`src/rtl/serial_rx_pkg.sv`:
```
// Shared definitions for the serial receiver: FSM states, parity modes and
// the expected-parity helper.
package serial_rx_pkg;

  typedef enum logic [2:0] {
    S_IDLE,
    S_START,
    S_DATA,
    S_PARITY,
    S_STOP,
    S_BREAK
  } rx_state_e;

  localparam int NONE = 0;
  localparam int EVEN = 1;
  localparam int ODD  = 2;

  function automatic logic expected_parity(input logic data_xor, input int mode);
    case (mode)
      EVEN:    return data_xor;
      ODD:     return ~data_xor;
      default: return 1'b0;
    endcase
  endfunction

endpackage

```
`src/rtl/serial_rx_baud.sv`:
```
// Mid-bit sample timer: a restart schedules the first tick half a bit after
// the synchronised start edge, then one tick every CLKS_PER_BIT cycles.
module serial_rx_baud #(
  parameter int CLKS_PER_BIT = 16
) (
  input  logic clk_i,
  input  logic rst_i,
  input  logic restart_i,
  output logic tick_o
);

  localparam int            CW        = $clog2(CLKS_PER_BIT);
  localparam logic [CW-1:0] FULL_LOAD = CW'(CLKS_PER_BIT - 1);
  // The restart is registered one cycle after the edge appears on the
  // synchronised line, and the tick acts one cycle after reaching zero.
  localparam logic [CW-1:0] HALF_LOAD = CW'(CLKS_PER_BIT / 2 - 2);

  logic [CW-1:0] cnt_d, cnt_q;

  // NOTE: every variable assigned in always_comb gets a default first, so no latch is inferred.
  always_comb begin
    cnt_d = cnt_q - 1'b1;
    if (restart_i)          cnt_d = HALF_LOAD;
    else if (cnt_q == '0)   cnt_d = FULL_LOAD;
  end

  // NOTE: sequential state uses non-blocking assignments only, so every flop samples pre-edge values.
  always_ff @(posedge clk_i) begin
    if (rst_i) cnt_q <= '0;
    else       cnt_q <= cnt_d;
  end

  assign tick_o = (cnt_q == '0);

endmodule

```
`src/rtl/serial_rx.sv`:
```
// Asynchronous serial receiver: synchroniser, frame FSM with break detection,
// and a handshaked output register with sticky overrun.
module serial_rx
  import serial_rx_pkg::*;
#(
  parameter int CLKS_PER_BIT = 16,
  parameter int DATA_BITS    = 8,
  parameter int PARITY_MODE  = NONE,
  parameter int STOP_BITS    = 1
) (
  input  logic                 CLK,
  input  logic                 RESET,
  input  logic                 RX_D,
  input  logic                 READY,
  output logic [DATA_BITS-1:0] BYTEOUT,
  output logic                 LOAD,
  output logic                 PARITY_ERR,
  output logic                 FRAME_ERR,
  output logic                 OVERRUN,
  output logic                 BUSY
);

  localparam logic [3:0] LAST_DATA = 4'(DATA_BITS - 1);
  localparam logic [3:0] LAST_STOP = 4'(STOP_BITS - 1);

  logic [1:0]           sync_q;
  logic                 rx_prev_q;
  logic [1:0]           settle_q;
  logic                 rx_s, fall, restart, tick, stop_bad;
  rx_state_e            state_q;
  logic [3:0]           bit_cnt_q;
  logic [DATA_BITS-1:0] shreg_q;
  logic                 par_err_q, frm_err_q, done_q;
  logic [DATA_BITS-1:0] byteout_q;
  logic                 load_q, perr_q, ferr_q, overrun_q;

  assign rx_s = sync_q[1];
  // Edges are ignored until the reset-forced 1s have left the synchroniser
  // and edge register, so a line held low at release cannot start a frame.
  assign fall     = (settle_q == 2'd3) && rx_prev_q && !rx_s;
  assign restart  = (state_q == S_IDLE) && fall;
  assign stop_bad = frm_err_q | ~rx_s;

  always_ff @(posedge CLK) begin
    if (RESET) begin
      sync_q    <= 2'b11;
      rx_prev_q <= 1'b1;
      settle_q  <= '0;
    end else begin
      sync_q    <= {sync_q[0], RX_D};
      rx_prev_q <= rx_s;
      if (settle_q != 2'd3) settle_q <= settle_q + 2'd1;
    end
  end

  serial_rx_baud #(.CLKS_PER_BIT(CLKS_PER_BIT)) u_baud (
    .clk_i    (CLK),
    .rst_i    (RESET),
    .restart_i(restart),
    .tick_o   (tick)
  );

  always_ff @(posedge CLK) begin
    if (RESET) begin
      state_q   <= S_IDLE;
      bit_cnt_q <= '0;
      shreg_q   <= '0;
      par_err_q <= 1'b0;
      frm_err_q <= 1'b0;
      done_q    <= 1'b0;
    end else begin
      done_q <= 1'b0;
      case (state_q)
        S_IDLE: if (fall) begin
          state_q   <= S_START;
          bit_cnt_q <= '0;
          par_err_q <= 1'b0;
          frm_err_q <= 1'b0;
        end
        S_START: if (tick) state_q <= rx_s ? S_IDLE : S_DATA;
        S_DATA: if (tick) begin
          shreg_q <= {rx_s, shreg_q[DATA_BITS-1:1]};
          if (bit_cnt_q == LAST_DATA) begin
            bit_cnt_q <= '0;
            state_q   <= (PARITY_MODE != NONE) ? S_PARITY : S_STOP;
          end else begin
            bit_cnt_q <= bit_cnt_q + 4'd1;
          end
        end
        S_PARITY: if (tick) begin
          par_err_q <= (rx_s != expected_parity(^shreg_q, PARITY_MODE));
          state_q   <= S_STOP;
        end
        S_STOP: if (tick) begin
          frm_err_q <= stop_bad;
          if (bit_cnt_q == LAST_STOP) begin
            done_q    <= 1'b1;
            bit_cnt_q <= '0;
            state_q   <= (stop_bad && shreg_q == '0) ? S_BREAK : S_IDLE;
          end else begin
            bit_cnt_q <= bit_cnt_q + 4'd1;
          end
        end
        S_BREAK: if (rx_s) state_q <= S_IDLE;
        default: state_q <= S_IDLE;
      endcase
    end
  end

  // Output register: a finished frame loads when empty or when the held
  // word is being accepted this same cycle; otherwise it is dropped.
  always_ff @(posedge CLK) begin
    if (RESET) begin
      byteout_q <= '0;
      load_q    <= 1'b0;
      perr_q    <= 1'b0;
      ferr_q    <= 1'b0;
      overrun_q <= 1'b0;
    end else if (done_q) begin
      if (!load_q || READY) begin
        byteout_q <= shreg_q;
        perr_q    <= par_err_q;
        ferr_q    <= frm_err_q;
        load_q    <= 1'b1;
      end else begin
        overrun_q <= 1'b1;
      end
    end else if (load_q && READY) begin
      load_q <= 1'b0;
    end
  end

  assign BYTEOUT    = byteout_q;
  assign LOAD       = load_q;
  assign PARITY_ERR = perr_q;
  assign FRAME_ERR  = ferr_q;
  assign OVERRUN    = overrun_q;
  assign BUSY       = (state_q != S_IDLE);

endmodule
```
`config.mk`:
```
export PLATFORM = sky130hd
export DESIGN_NAME = serial_rx
export DESIGN_NICKNAME = d
export VERILOG_FILES = /design/src/rtl/serial_rx_pkg.sv /design/src/rtl/serial_rx_baud.sv /design/src/rtl/serial_rx.sv
export SDC_FILE = /design/constraint.sdc
export NUM_CORES = 1
export LEC_CHECK = 0
export ABC_AREA = 0
export CAP_MARGIN = 20
export CORE_ASPECT_RATIO = 1.1
export CORE_MARGIN = 10
export CORE_UTILIZATION = 42
export CTS_CLUSTER_SIZE = 14
export DETAILED_ROUTE_END_ITERATION = 10
export GPL_TIMING_DRIVEN = 0
export PLACE_DENSITY = 0.66
export SETUP_SLACK_MARGIN = 0.15
export SLEW_MARGIN = 20
export SYNTH_ARGS = -nofsm -noshare
export SYNTH_HDL_FRONTEND = slang
export SYNTH_SLANG_ARGS = --single-unit
```
`constraint.sdc`:
```
create_clock -name CLK -period 4.3 [get_ports CLK]
set_input_delay 0.86 -clock CLK [delete_from_list [all_inputs] [get_ports CLK]]
set_output_delay 0.86 -clock CLK [all_outputs]
set_load 0.01 [all_outputs]
```
==> flow_metrics.env <==
export IMPL_cts_sinks=39
export IMPL_synth_ff_type="dfxtp_1"
export IMPL_drive_above_1_share_pct=14.9
export IMPL_power_leakage_uw=0.000846
export IMPL_drt_first_pass_iters=4
export IMPL_ys_types=49
export IMPL_post_drt_wl_per_cell_um=13.1
export IMPL_dr_total_vias=1351
export IMPL_fmax_ghz=0.408
export IMPL_clockBufferDepth=2
export IMPL_seqPwrFrac_pct=52.3
export IMPL_worst_setup_path_start_kind="flip-flop"
export IMPL_track_usage_pct=10.2
export IMPL_nNetsFinal=216
export IMPL_clock_skew_ns=0.00743
export IMPL_clk_pin_slew_ns=0.08
export IMPL_io_pins=17
export IMPL_slew_violations=0
export IMPL_initial_core_util_pct=44.0
export IMPL_core_area_um2=4020
export IMPL_drt_iter0_markers=84
export IMPL_synth_enable_flop_cells=0
export IMPL_place_detailed_hpwl_um=2490
export IMPL_overflow=0
export IMPL_end_kind="primary output"
export IMPL_synth_common_cells="dfxtp_1 (39), nor2_1 (21), a21oi_1 (18), nand2_1 (15), mux2i_1 (13)"
export IMPL_tns_ns=0
export IMPL_stdcell_count=260
export IMPL_powerDensity_nw_per_um2=362
export IMPL_die_x_um=81.9
export IMPL_internal_power_uw=552
export IMPL_post_synth_top_count_cell="dfxtp_1"
export IMPL_drcViolationCount=0
export IMPL_cts_max_level=2
export IMPL_cts_hold_fix_buffers=0
export IMPL_outcome="finished, final reports clean"
export IMPL_power_frac_comb_pct=14.6
export IMPL_synth_seq_cells=39
export IMPL_ir_drop_uv=163
export IMPL_synth_nets=194
export IMPL_synth_warnings=0
export IMPL_relSlewSlack_pct=64.3
export IMPL_rows=24
export IMPL_period_needed_ns=2.45
export IMPL_grt_pass1_vias=1232
export IMPL_die_h_um=88.1
export IMPL_grt_pass1_wl_um=5800
export IMPL_postRouteWirelength_um=3400
export IMPL_finalSetupViolations=0
export IMPL_finalCritPeriodShare_pct=57.0
export IMPL_hold_class="flip-flop to flip-flop"
export IMPL_portBuffers=15
export IMPL_clock_latency_ns=0.29
export IMPL_switching_power_uw=198
export IMPL_ys_seq_area_share_pct=44.1
export IMPL_cp_arrival_ns=1.59
export IMPL_fill_cells=393
export IMPL_critPathMaxStageDelay_ns=0.49
export IMPL_worst_slew_pin_transition_ns=0.535
export IMPL_swShare_pct=26.4
export IMPL_crit_path_cell_trace="buf_6 > or3_4 > clkdlybuf4s50_1"
export IMPL_rsz0062_at_grt="no"
export IMPL_postSynthCellCount=186
export IMPL_postCtsSetupBuffers=0
export IMPL_whs_path_depth=1
export IMPL_cts_tree="done"
export IMPL_syn_area_per_cell_um2=9.52
export IMPL_dp_cells=253
export IMPL_slowest_stage="clkdlybuf4s50_1"
export IMPL_synthArstFlopShare_pct=0
export IMPL_r2r_cells=7
export IMPL_p_clk_share_pct=33.1
export IMPL_worstPathRequired_ns=3.44
export IMPL_gp_congestion=0.775
export IMPL_syn_area_um2=1770
export IMPL_ant_nets=0
export IMPL_area_growth_syn_to_layout_pct=17.1
export IMPL_cts_repair_resized=0
export IMPL_synth_top_area_share_pct=44.1
export IMPL_hold_viol=0
export IMPL_cts_root_buf="clkbuf_8"
export IMPL_crit_type="flip-flop to primary output"
export IMPL_path_max_fanout=10
export IMPL_vias_per_cell=5.20
export IMPL_grt_max_degree=12
export IMPL_antenna_found_initial=0
export IMPL_maxCapViolCount=0
export IMPL_n_antenna_cell=0
export IMPL_cts_made_buffers=5
export IMPL_die_area_um2=7220
export IMPL_synth_top_area_cell="dfxtp_1"
export IMPL_synth_area_top_cells="dfxtp_1 (44%), mux2i_1 (7.3%), a21oi_1 (5.1%)"
[power groups by stage]
stage | logic (uW) | registers, uW | clock network, uW
after CTS | 111 | 392 | 254
after floorplan | 87.5 | 397 | 0
after global placement | 108 | 400 | 0
after global routing | 123 | 394 | 269
final | 109 | 392 | 248
after detailed placement | 110 | 401 | 0
[flip-flops by register name, indices dropped and copies added (netlist names)]
register	flops
par_err_q	1
state_q	3
done_q	1
bit_cnt_q	4
rx_prev_q	1
settle_q	2
u_baud.cnt_q	4
sync_q	2
FRAME_ERR	1
LOAD	1
BYTEOUT	8
PARITY_ERR	1
frm_err_q	1
shreg_q	8
OVERRUN	1
[worst max-delay path: cells and delay by family (launching register included)]
| kind | cells | cell delay [ns] |
|---|---|---|
| flip-flops | 1 | 0.33 |
| AND/OR/NAND/NOR | 1 | 0.35 |
| buffers and inverters | 2 | 0.63 |
[kinds of logic after synthesis]
group | after synthesis | share of synthesized area [%]
adder cells (fa/ha/maj) | 4 | 2.83
AND/OR/NAND/NOR | 75 | 24.5
flip-flops | 39 | 44.1
multiplexers | 13 | 7.35
XOR/XNOR | 2 | 0.990
buffers and inverters | 17 | 5.65
AO/OA/AOI/OAI | 36 | 14.6
[through the flow]
stage               area, um2  hold slack (ns)  setup WS, ns  power, uW  util, %
floorplan                1770            0.389          2.42        485        -
global placement         1990            0.394          2.03        508     49.3
detailed placement       1990            0.406          2.02        511     49.3
CTS                      2070            0.424          1.83        757     51.5
global route             2070            0.441          1.80        786     51.5
finish                   2070            0.416          1.85        750     51.5
[metal layers]
metal	part of all wire [%]	GRT usage, %	up-vias
met4	1.7	4.64	0
met3	4.7	2.56	8
met1	49	13.1	630
met2	45	15.5	22
met5	0	0	-
li1	-	-	691
[area by class of cell]
type	count	area [um2]	area share, %
Multi-Input combinational cell	130	890	42.9
Sequential cell	39	781	37.7
Timing Repair Buffer	15	150	7.24
Clock buffer	6	82.6	3.98
Buffer	11	77.6	3.74
Tap cell	52	65.1	3.14
Inverter	6	22.5	1.09
Clock inverter	1	5.00	0.241
[cell usage in the layout (no fill, tap or decap), types with 2 or more instances in the layout]
cell,n
o21ai_1,2
o31ai_1,2
o21ai_0,2
ha_1,4
nand3_1,12
dfxtp_1,39
or2_2,2
buf_2,3
nand2b_1,2
a21oi_2,2
mux2i_1,13
nor2b_1,4
nand2_1,15
clkbuf_8,6
clkdlybuf4s50_1,15
nor2_1,21
clkbuf_1,3
inv_1,6
a21oi_1,18
buf_6,3
nor4_1,2
or3_4,2
[worst paths after layout]
path	slack, ns	to	startpoint
worst max register to register	2.35	bit_cnt_q[3]	u_baud.cnt_q[0]
worst max-delay path	1.85	BUSY	state_q[2]
worst min register to register	0.42	sync_q[1]	sync_q[0]
worst min-delay path	0.42	sync_q[1]	sync_q[0]
(Power assumes the default switching activity.)
